`src/rtl/latch_seq_pkg.sv`:
```
// latch_seq_pkg: shared definitions for the latch command sequencer.
//   - command op encodings
//   - sequencer FSM state type
//   - CHECK phase length (2 synchronizer cycles + 1 compare cycle)
//   - helpers for phase counter sizing and the expected readback value
package latch_seq_pkg;

   localparam logic [1:0] OP_WRITE = 2'd0;
   localparam logic [1:0] OP_SET   = 2'd1;
   localparam logic [1:0] OP_CLEAR = 2'd2;
   localparam logic [1:0] OP_READ  = 2'd3;

   localparam int unsigned CHECK_CYC = 3;

   typedef enum logic [2:0] {
      ST_IDLE,
      ST_SETUP,
      ST_PULSE,
      ST_HOLD,
      ST_CHECK
   } state_t;

   function automatic int unsigned max4(input int unsigned a, input int unsigned b,
                                        input int unsigned c, input int unsigned d);
      int unsigned m;
      m = a;
      if (b > m) m = b;
      if (c > m) m = c;
      if (d > m) m = d;
      return m;
   endfunction

   // Value the latch should hold once the command has completed.
   // READ has no expectation; callers mask the compare for it.
   function automatic logic expected_q(input logic [1:0] op, input logic d);
      logic e;
      case (op)
         OP_SET:   e = 1'b1;
         OP_CLEAR: e = 1'b0;
         default:  e = d;
      endcase
      return e;
   endfunction

endpackage

```
`src/rtl/latch_seq_sync2.sv`:
```
// latch_seq_sync2: two-flop synchronizer for the asynchronous latch output.
// Ports:
//   clk  - sampling clock
//   clr  - asynchronous active-low reset, both flops to 0
//   d    - asynchronous input
//   q    - synchronized output
module latch_seq_sync2 (
   input  logic clk,
   input  logic clr,
   input  logic d,
   output logic q
);

   logic meta;

   always_ff @(posedge clk or negedge clr) begin
      if (!clr) begin
         meta <= 1'b0;
         q    <= 1'b0;
      end else begin
         meta <= d;
         q    <= meta;
      end
   end

endmodule

```
`src/rtl/latch_seq.sv`:
```
// latch_seq: command sequencer for a level-sensitive latch bank with async
// set/clear. Each command is turned into a setup / pulse / hold sequence on
// the latch pins, followed by a synchronized readback compare.
// Ports:
//   clk        - clock, rising edge
//   clr        - asynchronous active-low reset
//   cmd_valid  - command offered
//   cmd_ready  - sequencer idle; command taken on valid && ready
//   cmd_op     - WRITE / SET / CLEAR / READ
//   cmd_d      - data for WRITE
//   lat_en     - latch enable   (active-low when INV_CTRL)
//   lat_pre    - latch preset   (active-low when INV_CTRL)
//   lat_clr    - latch clear    (active-low when INV_CTRL)
//   lat_d      - latch data
//   lat_q      - latch output, asynchronous to clk
//   rsp_valid  - one-cycle status pulse
//   rsp_q      - synchronized lat_q captured at compare
//   rsp_err    - readback differed from expected (with rsp_valid)
//   err_clr    - synchronous clear of err_cnt (wins over increment)
//   err_cnt    - saturating mismatch count
module latch_seq
   import latch_seq_pkg::*;
#(
   parameter int unsigned SETUP_CYC = 1,
   parameter int unsigned PULSE_CYC = 2,
   parameter int unsigned HOLD_CYC  = 1,
   parameter int unsigned CNT_W     = 8,
   parameter bit          INV_CTRL  = 1'b0
) (
   input  logic             clk,
   input  logic             clr,
   input  logic             cmd_valid,
   output logic             cmd_ready,
   input  logic [1:0]       cmd_op,
   input  logic             cmd_d,
   output logic             lat_en,
   output logic             lat_pre,
   output logic             lat_clr,
   output logic             lat_d,
   input  logic             lat_q,
   output logic             rsp_valid,
   output logic             rsp_q,
   output logic             rsp_err,
   input  logic             err_clr,
   output logic [CNT_W-1:0] err_cnt
);

   localparam int unsigned PW = $clog2(max4(SETUP_CYC, PULSE_CYC, HOLD_CYC, CHECK_CYC)) + 1;

   localparam logic [PW-1:0] SETUP_LAST = PW'(SETUP_CYC - 1);
   localparam logic [PW-1:0] PULSE_LAST = PW'(PULSE_CYC - 1);
   localparam logic [PW-1:0] HOLD_LAST  = PW'(HOLD_CYC - 1);
   localparam logic [PW-1:0] CHECK_LAST = PW'(CHECK_CYC - 1);

   state_t          state, state_n;
   logic [PW-1:0]   cnt, cnt_n;
   logic [1:0]      op_r;
   logic            d_r;
   logic            q_s;
   logic            take;
   logic            fire;
   logic            mism;

   latch_seq_sync2 u_sync (
      .clk (clk),
      .clr (clr),
      .d   (lat_q),
      .q   (q_s)
   );

   always_ff @(posedge clk or negedge clr) begin
      if (!clr) begin
         state <= ST_IDLE;
         cnt   <= '0;
      end else begin
         state <= state_n;
         cnt   <= cnt_n;
      end
   end

   always_comb begin
      state_n = state;
      cnt_n   = cnt + 1'b1;
      take    = cmd_valid && cmd_ready;
      fire    = (state == ST_CHECK) && (cnt == CHECK_LAST);
      mism    = (op_r != OP_READ) && (q_s != expected_q(op_r, d_r));
      unique case (state)
         ST_IDLE: begin
            cnt_n = '0;
            if (take) state_n = (cmd_op == OP_READ) ? ST_CHECK : ST_SETUP;
         end
         ST_SETUP: if (cnt == SETUP_LAST) begin
            state_n = ST_PULSE;
            cnt_n   = '0;
         end
         ST_PULSE: if (cnt == PULSE_LAST) begin
            state_n = ST_HOLD;
            cnt_n   = '0;
         end
         ST_HOLD: if (cnt == HOLD_LAST) begin
            state_n = ST_CHECK;
            cnt_n   = '0;
         end
         ST_CHECK: if (fire) begin
            state_n = ST_IDLE;
            cnt_n   = '0;
         end
         default: begin
            state_n = ST_IDLE;
            cnt_n   = '0;
         end
      endcase
   end

   // Pins and status are registered from the current state, so they trail
   // the FSM by one cycle: no combinational path reaches the latch pins, and
   // the single-op decode guarantees at most one control is ever active.
   always_ff @(posedge clk or negedge clr) begin
      if (!clr) begin
         op_r      <= OP_WRITE;
         d_r       <= 1'b0;
         cmd_ready <= 1'b0;
         lat_d     <= 1'b0;
         lat_en    <= INV_CTRL;
         lat_pre   <= INV_CTRL;
         lat_clr   <= INV_CTRL;
         rsp_valid <= 1'b0;
         rsp_q     <= 1'b0;
         rsp_err   <= 1'b0;
         err_cnt   <= '0;
      end else begin
         cmd_ready <= (state == ST_IDLE) && !take;
         if (take) begin
            op_r <= cmd_op;
            d_r  <= cmd_d;
         end
         if ((state == ST_SETUP) && (op_r == OP_WRITE)) lat_d <= d_r;
         lat_en  <= INV_CTRL ^ ((state == ST_PULSE) && (op_r == OP_WRITE));
         lat_pre <= INV_CTRL ^ ((state == ST_PULSE) && (op_r == OP_SET));
         lat_clr <= INV_CTRL ^ ((state == ST_PULSE) && (op_r == OP_CLEAR));
         rsp_valid <= fire;
         if (fire) rsp_q <= q_s;
         rsp_err <= fire && mism;
         if (err_clr) begin
            err_cnt <= '0;
         end else if (rsp_valid && rsp_err && (err_cnt != '1)) begin
            err_cnt <= err_cnt + 1'b1;
         end
      end
   end

endmodule

```
`config.mk`:
```
export PLATFORM = sky130hd
export DESIGN_NAME = latch_seq
export DESIGN_NICKNAME = d
export VERILOG_FILES = /design/src/rtl/latch_seq_pkg.sv /design/src/rtl/latch_seq_sync2.sv /design/src/rtl/latch_seq.sv
export SDC_FILE = /design/constraint.sdc
export NUM_CORES = 1
export LEC_CHECK = 0
export ABC_AREA = 1
export BUFFER_PORTS_ARGS = -buffer_cell sky130_fd_sc_hd__buf_2
export CORE_MARGIN = 2
export CORE_UTILIZATION = 49
export CTS_CLUSTER_DIAMETER = 50
export DETAILED_ROUTE_END_ITERATION = 7
export PLACE_DENSITY_LB_ADDON = 0.3
export SLEW_MARGIN = 20
export SYNTH_ARGS = -nofsm -noshare
export SYNTH_HDL_FRONTEND = slang
export SYNTH_HIERARCHICAL = 1
export SYNTH_SLANG_ARGS = --single-unit
```
`constraint.sdc`:
```
create_clock -name clk -period 1.1 [get_ports clk]
set_input_delay 0.055 -clock clk [delete_from_list [all_inputs] [get_ports clk]]
set_output_delay 0.055 -clock clk [all_outputs]
set_load 0.02 [all_outputs]
```
==> impl_metrics.yaml, run 1 <==
outcome:
  status: "finished, violations left"
  violations: "negative setup slack"
worst_setup_path:
  required_ns: 1.38
  crit_chain: "inv_2, ha_4, inv_2, nor2_4, nor2_4, nor2_4, nand3_2, nand2_1"
  cpPeakStageDelay_ns: 0.44
  crit_fanout: 5
  crit_slowest_cell: "dfrtp_1"
  cp-end-kind: "flip-flop"
  cp.arrival_ns: 1.60
  path_common_cell: "nor2_4"
  critical_path_class: "reg -> reg"
  critPathLaunchType: "flip-flop"
  crit_buf_inv: 2
  cpLargestDelayFamily: "simple AND/OR/NAND/NOR gates"
placed_design:
  hpwl_um: 2350
  place.gp.congestion: 0.890
  dp_slack_ns: -0.238
  portBuffers: 23
  place_area_mm2: 0.00183
power_and_ir_drop:
  p_int_mw: 2.52
  pwr_density_cell_mw_per_mm2: 1910
  pwr-share-seq: 0.320
  finalPower_mw: 4.28
  p_sw_frac: 0.411
  ir_drop_mv: 1.97
  pwr-share-comb: 0.577
  p_switching_mw: 1.76
  leakage_nw: 1.14
  pwr-share-clk: 0.103
cells_and_area:
  layout_common_cells: "37 x buf_4, 34 x nand2_1, 24 x dfrtp_1, 15 x nor2_1, 15 x buf_2"
  nNetsFinal: 257
  final_area_mm2: 0.00224
  area_growth_pct: 58.7
  drive_gt1_frac: 0.502
  diodes: 0
  fill_cells: 167
  layout_commonest_cell: "buf_4"
flow_run:
  maxCapViolations: 0
grt:
  antenna_found_initial: 0
  globalRouteTotalUtil: 0.229
  grt_overflow: 0
  grt_pass1_wl_um: 5880
  grt_max_degree: 18
  grt_pass1_vias: 1381
route:
  dr.pass1.iters: 4
  drc_errors: 0
  drt_first_iter_violations: 67
  wl_per_cell_um: 12.9
  vias: 1384
  ant_nets: 0
  wl_um: 3490
  vias_per_cell: 5.13
sta:
  layout_setup_ws_ns: -0.218
  finalHoldViolCount: 0
  whs_ns: 0.0477
  skew_ns: 0.00332
  worst_pin_slew_ns: 0.292
  fmaxAchievable_ghz: 0.759
  slew_headroom: 0.806
  fin_tns_setup_ns: -2.59
  setup_viol: 18
  timing.final.crit_share: 1.20
  period_needed_ns: 1.32
  rsz0062_at_grt: "true"
  finalMaxSlewViolations: 0
floorplanning:
  rows: 19
  dieArea_mm2: 0.00333
  coreArea_mm2: 0.00276
  die_y_um: 57.7
  die_w_um: 57.7
  start_util: 0.512
  pin_count: 24
clocking:
  cts_max_path_buffers: 2
  clk_pin_slew_ns: 0.15
  cts_buffers: 3
  clkSinkCount: 27
  cts-root-buf: "clkbuf_4"
  cts_tree: "yes"
  h-tree-depth: 1
  insertion_delay_ns: 0.33
synth:
  synth_nets: 182
  yosysWarningCount: 6
  synth_area_per_cell_um2: 8.55
  post_synth_num_cell_types: 22
  syn-instance-count: 165
  synth.ff_latch_count: 27
  synth.cell_area_mm2: 0.00141
  seq_area_frac_synth: 0.479
hold_path:
  hold_path.class: "in -> reg"
==> power groups by stage <==
stage,combinational (mW),clock (mW),sequential [mW]
4_1_cts,1.98,0.464,1.34
6_report,2.47,0.441,1.37
2_1_floorplan,0.877,0,1.44
3_5_place_dp,1.66,0,1.35
3_3_place_gp,1.60,0,1.34
5_1_grt,2.68,0.493,1.40
==> through the flow <==
| stage | instances | utilization |
|---|---|---|
| final | 270 | 0.812 |
| after global routing | 270 | 0.812 |
| after CTS | 266 | 0.754 |
| after detailed placement | 247 | 0.664 |
| after global placement | 247 | 0.664 |
| after floorplan | 165 | - |
==> flip-flops by register name, summed over array words and instances, names as in the netlist <==
signal	cells
cmd_ready	1
cnt	3
d_r	1
err_cnt	8
lat_clr	1
lat_d	1
lat_en	1
lat_pre	1
op_r	2
rsp_err	1
rsp_q	1
rsp_valid	1
state	3
u_sync/meta	1
u_sync/q	1
==> Yosys cell counts, drive strengths merged <==
master | n | area (um^2)
o21bai | 2 | 15.0
inv | 22 | 82.6
o21ai | 2 | 10.0
xnor2 | 1 | 8.76
dfrtp | 27 | 676
nand2 | 43 | 171
a21oi | 8 | 51.3
nand4 | 1 | 6.26
nor3 | 2 | 15.0
nor2 | 25 | 129
xor2 | 3 | 26.3
nand3 | 18 | 95.1
a31oi | 2 | 12.5
ha | 9 | 113
==> cell families (layout without fill, tap and decap cells) <==
family	Yosys count	count (layout)	share of synthesized area
AND/OR/NAND/NOR	89	89	0.295
flip-flops	27	27	0.479
buffers and inverters	22	95	0.0585
adder cells (fa/ha/maj)	9	9	0.0798
XOR/XNOR	4	4	0.0248
AO/OA/AOI/OAI	14	15	0.0629
==> path summary, 6_finish.rpt <==
| check | slack, ns | cells after the start | from | endpoint |
|---|---|---|---|---|
| hold reg to reg | 0.39 | 0 | u_sync/meta | u_sync/q |
| setup reg to reg | -0.22 | 8 | cnt[1] | state[1] |
| hold / removal | 0.05 | 4 | err_clr | err_cnt[4] |
| setup / recovery | -0.22 | 8 | cnt[1] | state[1] |
| min in group asynchronous | 0.11 | 2 | clr | lat_en |
| max in group asynchronous | 0.60 | 3 | clr | state[2] |
==> final cells by class <==
class | count | area [um^2] | area share
timing repair buffer | 69 | 547 | 0.244
tap | 31 | 38.8 | 0.0173
clock inverter | 1 | 7.51 | 0.00335
clock buffer | 3 | 22.5 | 0.0101
inverter | 22 | 85.1 | 0.0380
sequential | 27 | 679 | 0.303
multi-input combinational | 117 | 860 | 0.384
==> worst reg2reg max path, delay by kind of cell (launching register included) <==
kind | cells | cell delay, ns
adder cells (fa/ha/maj) | 1 | 0.15
buffers and inverters | 2 | 0.15
flip-flops | 1 | 0.44
AND/OR/NAND/NOR | 5 | 0.54
==> per-layer routing <==
metal / up-vias / GRT usage / wire length (um)
li1: 673 / - / -
met1: 661 / 0.281 / 1470
met2: 41 / 0.409 / 1810
met3: 9 / 0.0268 / 128
met4: 0 / 0.0897 / 79
met5: - / 0 / 0
==> repair_timing <==
item / CTS / global route
pin swaps: 14 / 17
endpoints found under the hold margin: 31 / 0
buffers inserted: 10 / 4
resized for setup: 25 / 35
cloned: 1 / 0
hold buffers: 5 / 0
endpoints found under the setup margin: 24 / 26
Power figures use the tool's default switching activity.
==> run 2, diff against run 1 <==
- BUFFER_PORTS_ARGS: -buffer_cell sky130_fd_sc_hd__buf_2 -> not set
- CORE_UTILIZATION: 49 -> 55
- DONT_BUFFER_PORTS: not set -> 1
==> run 2 against run 1 <==
The flow finishes with violations (negative hold slack, negative setup slack). Largest cell class unchanged. Cell count decreased by 10%. Combinational power decreased by 10%. Sequential share of layout area increased by 3.0 points. Sequential power increased by 7%. Wire length decreased by 1.9%. Largest power group unchanged. Clock skew decreased by 0.0018 ns. Cell area decreased by 8.7%. Via count decreased by 8.7%. Utilization increased by 2.1 points.
==> impl_metrics.yaml, run 2 (synthesized netlist as in run 1, its figures left out) <==
outcome:
  status: "finished, violations left"
  violations: "negative hold slack, negative setup slack"
power_and_ir_drop:
  pwr_density_cell_mw_per_mm2: 2020
  ir_drop_mv: 1.98
  finalPower_mw: 4.12
  p_int_mw: 2.41
  pwr-share-seq: 0.357
  pwr-share-clk: 0.106
  pwr-share-comb: 0.538
  leakage_nw: 1.02
  p_switching_mw: 1.71
  p_sw_frac: 0.416
sta:
  finalMaxSlewViolations: 0
  whs_ns: -0.0134
  worst_pin_slew_ns: 0.330
  timing.final.crit_share: 1.19
  rsz0062_at_grt: "true"
  skew_ns: 0.00156
  period_needed_ns: 1.31
  setup_viol: 17
  finalHoldViolCount: 1
  fin_tns_setup_ns: -2.69
  layout_setup_ws_ns: -0.207
  fmaxAchievable_ghz: 0.765
  slew_headroom: 0.779
floorplanning:
  dieArea_mm2: 0.00299
  coreArea_mm2: 0.00245
  rows: 18
  pin_count: 24
  die_w_um: 54.7
  die_y_um: 54.7
  start_util: 0.575
placed_design:
  place.gp.congestion: 0.907
  hpwl_um: 2210
  portBuffers: 0
clocking:
  clk_pin_slew_ns: 0.14
  insertion_delay_ns: 0.33
  clkSinkCount: 27
  cts_max_path_buffers: 2
  cts_buffers: 3
  cts-root-buf: "clkbuf_4"
  cts_tree: "yes"
  h-tree-depth: 1
worst_setup_path:
  required_ns: 1.38
  cpLargestDelayFamily: "flip-flops"
  cpPeakStageDelay_ns: 0.48
  crit_chain: "buf_12, ha_4, nand2_4, nand3_4, buf_4, buf_4, nand2_1"
  crit_slowest_cell: "dfrtp_2"
  path_common_cell: "buf_4"
  cp-end-kind: "flip-flop"
  critical_path_class: "reg -> reg"
  crit_buf_inv: 3
  crit_fanout: 3
  critPathLaunchType: "flip-flop"
  cp.arrival_ns: 1.59
grt:
  grt_max_degree: 28
  grt_overflow: 0
  grt_pass1_wl_um: 5010
  grt_pass1_vias: 1204
  antenna_found_initial: 0
  globalRouteTotalUtil: 0.235
flow_run:
  maxCapViolations: 0
route:
  wl_per_cell_um: 14.1
  drc_errors: 0
  wl_um: 3420
  drt_first_iter_violations: 19
  vias: 1264
  dr.pass1.iters: 4
  ant_nets: 0
  vias_per_cell: 5.20
hold_path:
  hold_path.class: "in -> reg"
cells_and_area:
  layout_common_cells: "35 x nand2_1, 33 x buf_4, 23 x dfrtp_1, 16 x nor2_1"
  layout_commonest_cell: "nand2_1"
  diodes: 0
  largest_reg_flops: 8
  fill_cells: 131
  nNetsFinal: 231
  area_growth_pct: 44.9
  largestRegisters: "err_cnt: 8 flops, cnt: 3 flops, state: 3 flops"
  regMostFlops: "err_cnt"
  drive_gt1_frac: 0.408
  fin_util: 0.833
==> run 2: tightest hold or removal path: stages <==
cell and delay (ns):
nand2_1 0.06, nand3_2 0.13, inv_1 0.05
==> run 2: path summary, 6_finish.rpt <==
kind / from / to / slack (ns) / cells after the start
setup / recovery: cnt[1] / state[2] / -0.21 / 7
hold / removal: cmd_valid / cmd_ready / -0.01 / 3
setup reg to reg: cnt[1] / state[2] / -0.21 / 7
hold reg to reg: u_sync/meta / u_sync/q / 0.37 / 0
max in group asynchronous: clr / err_cnt[0] / 0.78 / 2
min in group asynchronous: clr / err_cnt[7] / 0.15 / 2
==> run 2: power groups by stage <==
stage | clock network, mW | registers (mW) | logic (mW)
2_1_floorplan | 0 | 1.44 | 0.877
3_3_place_gp | 0 | 1.42 | 1.40
3_5_place_dp | 0 | 1.44 | 1.46
4_1_cts | 0.444 | 1.44 | 1.87
5_1_grt | 0.494 | 1.50 | 2.43
6_report | 0.437 | 1.47 | 2.22
==> run 2: routing by layer <==
layer | up-vias | track usage | part of all wire
met5 | - | 0 | 0
met3 | 7 | 0.0328 | 0.049
li1 | 618 | - | -
met1 | 604 | 0.275 | 0.41
met4 | 0 | 0.0750 | 0.016
met2 | 35 | 0.435 | 0.52
==> run 2: stage by stage <==
stage | instance area [um^2] | std cells | hold slack, ns | setup slack, ns
final | 2040 | 243 | -0.0134 | -0.207
after global routing | 2040 | 243 | 0.00505 | -0.263
after CTS | 1950 | 240 | 0.00656 | -0.197
after detailed placement | 1690 | 222 | -0.240 | -0.227
after global placement | 1690 | 222 | -0.240 | -0.170
after floorplan | 1450 | 165 | -0.241 | -0.209
==> run 2: layout make-up <==
cell class | instances | area (um^2) | area share
multi-input cells | 117 | 832 | 0.407
flip-flops and latches | 27 | 681 | 0.333
repair buffers | 43 | 379 | 0.185
inverters | 22 | 85.1 | 0.0416
well taps | 30 | 37.5 | 0.0184
clock buffers | 3 | 22.5 | 0.0110
clock inverters | 1 | 7.51 | 0.00367
==> run 2: timing repair <==
action / in CTS / in global routing
hold buffers: 7 / 0
endpoints found under the setup margin: 17 / 18
pin swaps: 9 / 7
buffers inserted: 6 / 3
cloned: 1 / 0
resized for setup: 18 / 16
hold endpoints to repair: 40 / 0
